===== src/rtl/conv_mac_pipe.sv =====
// Pipelined multiplier / multiply-accumulate for the conv systolic-array PEs.
// Define CONV_MAC_SAT_EN to clamp results instead of wrapping them (drives o_sat).
module conv_mac_pipe #(
    parameter int unsigned A_WIDTH   = 11,
    parameter int unsigned B_WIDTH   = 8,
    parameter int unsigned P_WIDTH   = 11,
    parameter int unsigned A_SIGNED  = 1,
    parameter int unsigned B_SIGNED  = 0,
    parameter int unsigned NUM_STAGE = 4
) (
    input  logic               i_clk,
    input  logic               i_reset,
    input  logic               i_ce,
    input  logic               i_in_valid,
    input  logic [A_WIDTH-1:0] i_din0,
    input  logic [B_WIDTH-1:0] i_din1,
    input  logic               i_acc_mode,
    input  logic               i_acc_first,
    output logic               o_dout_valid,
    output logic [P_WIDTH-1:0] o_dout,
    output logic               o_sat
);

    localparam int unsigned FULL     = A_WIDTH + B_WIDTH + 1;
    // Stage S2 plus the pure delay stages S3..S(N-1).
    localparam int unsigned NUM_PIPE = NUM_STAGE - 2;

    logic [A_WIDTH-1:0]  r_s1_a;
    logic [B_WIDTH-1:0]  r_s1_b;
    logic                r_s1_vld;
    logic                r_s1_mode;
    logic                r_s1_first;

    logic [FULL-1:0]     r_prod [NUM_PIPE];
    logic [NUM_PIPE-1:0] r_vld;
    logic [NUM_PIPE-1:0] r_mode;
    logic [NUM_PIPE-1:0] r_first;

    logic [P_WIDTH-1:0]  r_acc;
    logic [P_WIDTH-1:0]  r_dout;
    logic                r_dout_valid;
    logic                r_sat;

    logic [FULL-1:0]     w_a_ext;
    logic [FULL-1:0]     w_b_ext;
    logic [FULL-1:0]     w_prod;
    logic [FULL-1:0]     w_last_prod;
    logic                w_last_vld;
    logic                w_last_mode;
    logic                w_last_first;
    logic [P_WIDTH-1:0]  w_p;
    logic                w_p_sat;
    logic [P_WIDTH-1:0]  w_sum;
    logic                w_sum_sat;
    logic [P_WIDTH-1:0]  w_res;
    logic                w_sat;

    assign w_a_ext = {{(FULL-A_WIDTH){(A_SIGNED != 0) & r_s1_a[A_WIDTH-1]}}, r_s1_a};
    assign w_b_ext = {{(FULL-B_WIDTH){(B_SIGNED != 0) & r_s1_b[B_WIDTH-1]}}, r_s1_b};
    // Low FULL bits of the product are exact for every signedness combination.
    assign w_prod  = w_a_ext * w_b_ext;

    always_ff @(posedge i_clk) begin
        if (i_reset) begin
            r_s1_a     <= '0;
            r_s1_b     <= '0;
            r_s1_vld   <= 1'b0;
            r_s1_mode  <= 1'b0;
            r_s1_first <= 1'b0;
            r_vld      <= '0;
            r_mode     <= '0;
            r_first    <= '0;
            for (int i = 0; i < int'(NUM_PIPE); i++) begin
                r_prod[i] <= '0;
            end
        end else if (i_ce) begin
            r_s1_a     <= i_din0;
            r_s1_b     <= i_din1;
            r_s1_vld   <= i_in_valid;
            r_s1_mode  <= i_acc_mode;
            r_s1_first <= i_acc_first;
            r_prod[0]  <= w_prod;
            r_vld[0]   <= r_s1_vld;
            r_mode[0]  <= r_s1_mode;
            r_first[0] <= r_s1_first;
            for (int i = 1; i < int'(NUM_PIPE); i++) begin
                r_prod[i]  <= r_prod[i-1];
                r_vld[i]   <= r_vld[i-1];
                r_mode[i]  <= r_mode[i-1];
                r_first[i] <= r_first[i-1];
            end
        end
    end

    assign w_last_prod  = r_prod[NUM_PIPE-1];
    assign w_last_vld   = r_vld[NUM_PIPE-1];
    assign w_last_mode  = r_mode[NUM_PIPE-1];
    assign w_last_first = r_first[NUM_PIPE-1];

`ifdef CONV_MAC_SAT_EN
    localparam bit RES_SIGNED = (A_SIGNED != 0) || (B_SIGNED != 0);
    localparam logic [P_WIDTH-1:0] MAX_S = {1'b0, {(P_WIDTH-1){1'b1}}};
    localparam logic [P_WIDTH-1:0] MIN_S = {1'b1, {(P_WIDTH-1){1'b0}}};

    logic [FULL-1:0]  w_hi;
    logic [P_WIDTH:0] w_sum_ext;

    // Signed product fits iff everything from bit P_WIDTH-1 upward is a sign copy.
    assign w_hi = FULL'($signed(w_last_prod) >>> (P_WIDTH-1));

    always_comb begin
        w_p       = w_last_prod[P_WIDTH-1:0];
        w_p_sat   = 1'b0;
        w_sum_ext = '0;
        w_sum     = '0;
        w_sum_sat = 1'b0;
        if (RES_SIGNED) begin
            if ((w_hi != '0) && (w_hi != '1)) begin
                w_p_sat = 1'b1;
                w_p     = w_last_prod[FULL-1] ? MIN_S : MAX_S;
            end
            w_sum_ext = {r_acc[P_WIDTH-1], r_acc} + {w_p[P_WIDTH-1], w_p};
            w_sum     = w_sum_ext[P_WIDTH-1:0];
            if (w_sum_ext[P_WIDTH] != w_sum_ext[P_WIDTH-1]) begin
                w_sum_sat = 1'b1;
                w_sum     = w_sum_ext[P_WIDTH] ? MIN_S : MAX_S;
            end
        end else begin
            if ((w_last_prod >> P_WIDTH) != '0) begin
                w_p_sat = 1'b1;
                w_p     = '1;
            end
            w_sum_ext = {1'b0, r_acc} + {1'b0, w_p};
            w_sum     = w_sum_ext[P_WIDTH-1:0];
            if (w_sum_ext[P_WIDTH]) begin
                w_sum_sat = 1'b1;
                w_sum     = '1;
            end
        end
    end
`else
    logic w_unused_hi;

    assign w_unused_hi = ^w_last_prod[FULL-1:P_WIDTH];
    assign w_p         = w_last_prod[P_WIDTH-1:0];
    assign w_p_sat     = 1'b0;
    assign w_sum       = r_acc + w_p;
    assign w_sum_sat   = 1'b0;
`endif

    always_comb begin
        w_res = w_p;
        w_sat = w_p_sat;
        if (w_last_mode && !w_last_first) begin
            w_res = w_sum;
            w_sat = w_p_sat | w_sum_sat;
        end
    end

    // Invalid beats leave dout, sat and the accumulator untouched.
    always_ff @(posedge i_clk) begin
        if (i_reset) begin
            r_dout_valid <= 1'b0;
            r_dout       <= '0;
            r_sat        <= 1'b0;
            r_acc        <= '0;
        end else if (i_ce) begin
            r_dout_valid <= w_last_vld;
            if (w_last_vld) begin
                r_dout <= w_res;
                r_sat  <= w_sat;
                if (w_last_mode) begin
                    r_acc <= w_res;
                end
            end
        end
    end

    assign o_dout_valid = r_dout_valid;
    assign o_dout       = r_dout;
    assign o_sat        = r_sat;

endmodule


===== config.mk =====
export PLATFORM = sky130hd
export DESIGN_NAME = conv_mac_pipe
export DESIGN_NICKNAME = d
export VERILOG_FILES = /design/src/rtl/conv_mac_pipe.sv
export SDC_FILE = /design/constraint.sdc
export NUM_CORES = 1
export LEC_CHECK = 0
export CAP_MARGIN = 20
export CORE_UTILIZATION = 30
export CTS_CLUSTER_DIAMETER = 200
export DETAILED_ROUTE_END_ITERATION = 10
export GPL_TIMING_DRIVEN = 1
export PLACE_DENSITY = 0.5
export SYNTH_ARGS = -nofsm -noshare
export SYNTH_HDL_FRONTEND = slang
export SYNTH_SLANG_ARGS = --single-unit

===== constraint.sdc =====
create_clock -name i_clk -period 9.4 [get_ports i_clk]
set_input_delay 1.41 -clock i_clk [delete_from_list [all_inputs] [get_ports i_clk]]
set_output_delay 1.41 -clock i_clk [all_outputs]
set_load 0.02 [all_outputs]

==> flow_summary.toml <==
[run_status]
outcome = "completed"

[clock_network]
clock_latency_ns = 0.34
cts_resized = 0
clock_sinks = 73
clockBufferDepth = 2
cts-root-buf = "clkbuf_16"
htreeDepth = 3
cts_setup_buffers = 0
cts_tree = "yes"
cts_buffers = 9
holdBufCountCts = 0
cts.reportedPaths.clkPinSlew_ns = 0.06

[final_layout]
drive_gt1_share_pct = 4.32
syn2layout_area_growth_pct = 17.7
filler_cell_count = 1576
nets = 614
antenna_cells = 0
final_common_cell = "nor2_1"
fin_util_pct = 36.6
final_cell_area_mm2 = 0.00565
layout_common_cells = "nor2_1 (56), inv_1 (51), dfxtp_1 (51)"

[flow_run]
maxCapViolations = 0

[routing]
drc = 0
wl_met2_mm = 4.93
vias_per_cell = 4.64
drt_iter0_drc = 142
drt-pass1-iter-count = 4
top_layer_used = "met4"
drt-total-wl_mm = 9.86
dr_wl_met3_um = 339
postRouteAntennaNets = 0
wl_per_cell_um = 13.3
vias = 3444
met1_length_mm = 4.47

[worst_setup_path]
critPathTopFamily = "adder cells"
critPathMaxStageDelay_ns = 0.55
worstSetupPathType = "reg -> reg"
endpoint_kind = "flip-flop"
path_cells = "nand2_1 -> fa_1 -> inv_1 -> fa_1 -> ha_1 -> inv_1 -> fa_1 -> inv_1 -> fa_1 -> a21o_1 -> a21oi_1 -> o21bai_1 -> a21oi_1 -> xnor2_1 -> nor2_1"
crit_top_cell = "fa_1"
timing.critical_path.buf_inv = 3
r2r_end = "r_prod[0][10]"
required_ns = 9.49
ff2ff_setup_slack_ns = 5.18
cp_max_fo = 10
r2r_start = "r_s1_b[2]"
cp-start-kind = "flip-flop"
cp_slowest_cell = "fa_1"
arrival_ns = 4.31
reg2reg_depth = 15

[pwr]
power_density_mw_per_mm2 = 143
p_int_uw = 612
vdd_drop_max_v = 0.0000849
p_seq_share_pct = 43.5
swShare_pct = 24.4
clkPwrFrac_pct = 46.1
power_switching_uw = 198
p_comb_share_pct = 10.4
leakagePower_uw = 0.00244

[die]
die_h_um = 129
num_rows = 45
io_pins = 38
die_w_um = 129
core_mm2 = 0.0154
dieArea_mm2 = 0.0165
initial_core_util_pct = 31.1

[synthesis]
ys_ff_latch = 73
synth_ff_type = "dfxtp_1"
synth.distinct_cells = 47
synth_area_mm2 = 0.00480
ys_seq_area_share_pct = 35.0
synthCells = 506
syn_avg_cell_area_um2 = 9.49
yosys.area.top_type = "dfxtp_1"
yosys-top-cells-area = "dfxtp_1 (21%), edfxtp_1 (14%), fa_1 (13%)"
synth_top_area_share_pct = 21.3
synth_edf_count = 22
ys_warn_count = 0
syn_nets = 593
async_flop_share_pct = 0

[timing]
post-route-period-util_pct = 44.9
setup_violations = 0
skew_ns = 0.00772
worst_pin_slew_ns = 0.868
finalHoldViolations = 0
slew_viol_final = 0
finalCriticalPeriod_ns = 4.22
fmax_mhz = 237
slew_headroom_pct = 42.0
fin_hold_ws_ns = 0.497
rsz0062_at_grt = "false"
tns_ns = 0

[global_route]
grt_first_pass_wirelength_mm = 16.7
grt_max_degree = 49
grt-ovfl-total = 0
track_usage_pct = 13.1
grt_pass1_vias = 3353
antenna_found_initial = 0

[placed_design]
gp_congestion = 0.814
place_area_mm2 = 0.00533
port_buffers = 36
dpl.hpwl_mm = 7.23

[hold_path]
hold_path_class = "reg -> reg"
whs_endpoint = "r_vld[0]"
min_path_cells = 2
hp-start = "r_vld[0]"
-- through the flow --
step	std cells	power (uW)	setup WS (ns)
2_1_floorplan	506	413	5.34
3_3_place_gp	727	443	5.28
3_5_place_dp	727	444	5.17
4_1_cts	743	825	5.16
5_1_grt	743	849	4.90
6_report	743	810	5.18
-- routing by layer --
layer | vias to the layer above | track usage, %
li1 | 1722 | -
met1 | 1657 | 15.9
met2 | 57 | 22.5
met3 | 8 | 3.74
met4 | 0 | 3.94
met5 | - | 0
-- cell usage after synthesis, drive strengths merged, types with 2 or more instances --
cell / number
o21a: 3
o21ai: 14
nor2: 56
or2: 2
nand3: 3
buf: 3
xnor2: 16
and2: 20
nor3b: 2
fa: 31
clkbuf: 25
nand2: 48
inv: 51
a21oi: 19
and3: 20
xor2: 6
ha: 31
o31a: 3
dfxtp: 51
a211oi: 14
nor3: 4
o211ai: 2
edfxtp: 22
mux2i: 34
nor2b: 3
o21bai: 3
a21o: 5
-- registers in the layout, indices dropped and copies added (netlist names) --
register and cells:
o_dout 11, r_s1_vld 1, r_s1_b 8, r_s1_mode 1, r_s1_first 1, r_first 2, r_vld 2, o_dout_valid 1
r_mode 2, r_s1_a 11, r_prod 22, r_acc 11
-- area by class of cell --
class	instances	area (um^2)	share of cell area (%)
repair buffers	38	370	6.55
inverters	51	191	3.39
clock inverters	7	98.8	1.75
clock buffers	9	225	3.98
flip-flops and latches	73	1680	29.7
well taps	211	264	4.67
multi-input cells	354	2820	49.9
-- power by group through the flow --
| stage | registers (uW) | logic [uW] | clock network (uW) |
|---|---|---|---|
| final | 352 | 84.2 | 373 |
| after global routing | 354 | 95.6 | 399 |
| after CTS | 352 | 85.7 | 387 |
| after detailed placement | 359 | 85.1 | 0 |
| after global placement | 359 | 84.0 | 0 |
| after floorplan | 351 | 61.8 | 0 |
-- worst max-delay path by stage --
stage                     startpoint  slack (ns)            end  cells past startpoint
after global routing       r_s1_b[0]        4.90  r_prod[0][10]                     15
after detailed placement   r_s1_b[1]        5.17  r_prod[0][10]                     15
final                      r_s1_b[2]        5.18  r_prod[0][10]                     15
after floorplan            r_s1_b[2]        5.34  r_prod[0][10]                     16
after global placement     r_s1_b[2]        5.28  r_prod[0][10]                     15
after CTS                  r_s1_b[0]        5.16  r_prod[0][10]                     15
-- cell families after synthesis --
family                   synth area share (%)
buffers and inverters                    6.25
XOR/XNOR                                 4.48
other                                  0.0781
multiplexers                             7.09
flip-flops                               35.0
adder cells (fa/ha/maj)                  21.0
AND/OR/NAND/NOR                          16.2
AO/OA/AOI/OAI                            9.90
-- tightest hold or removal path: stages, from the launching register on --
cell and delay (ns):
dfxtp_1 0.33, mux2i_1 0.07, nor2_1 0.07
Power figures use the tool's default switching activity.
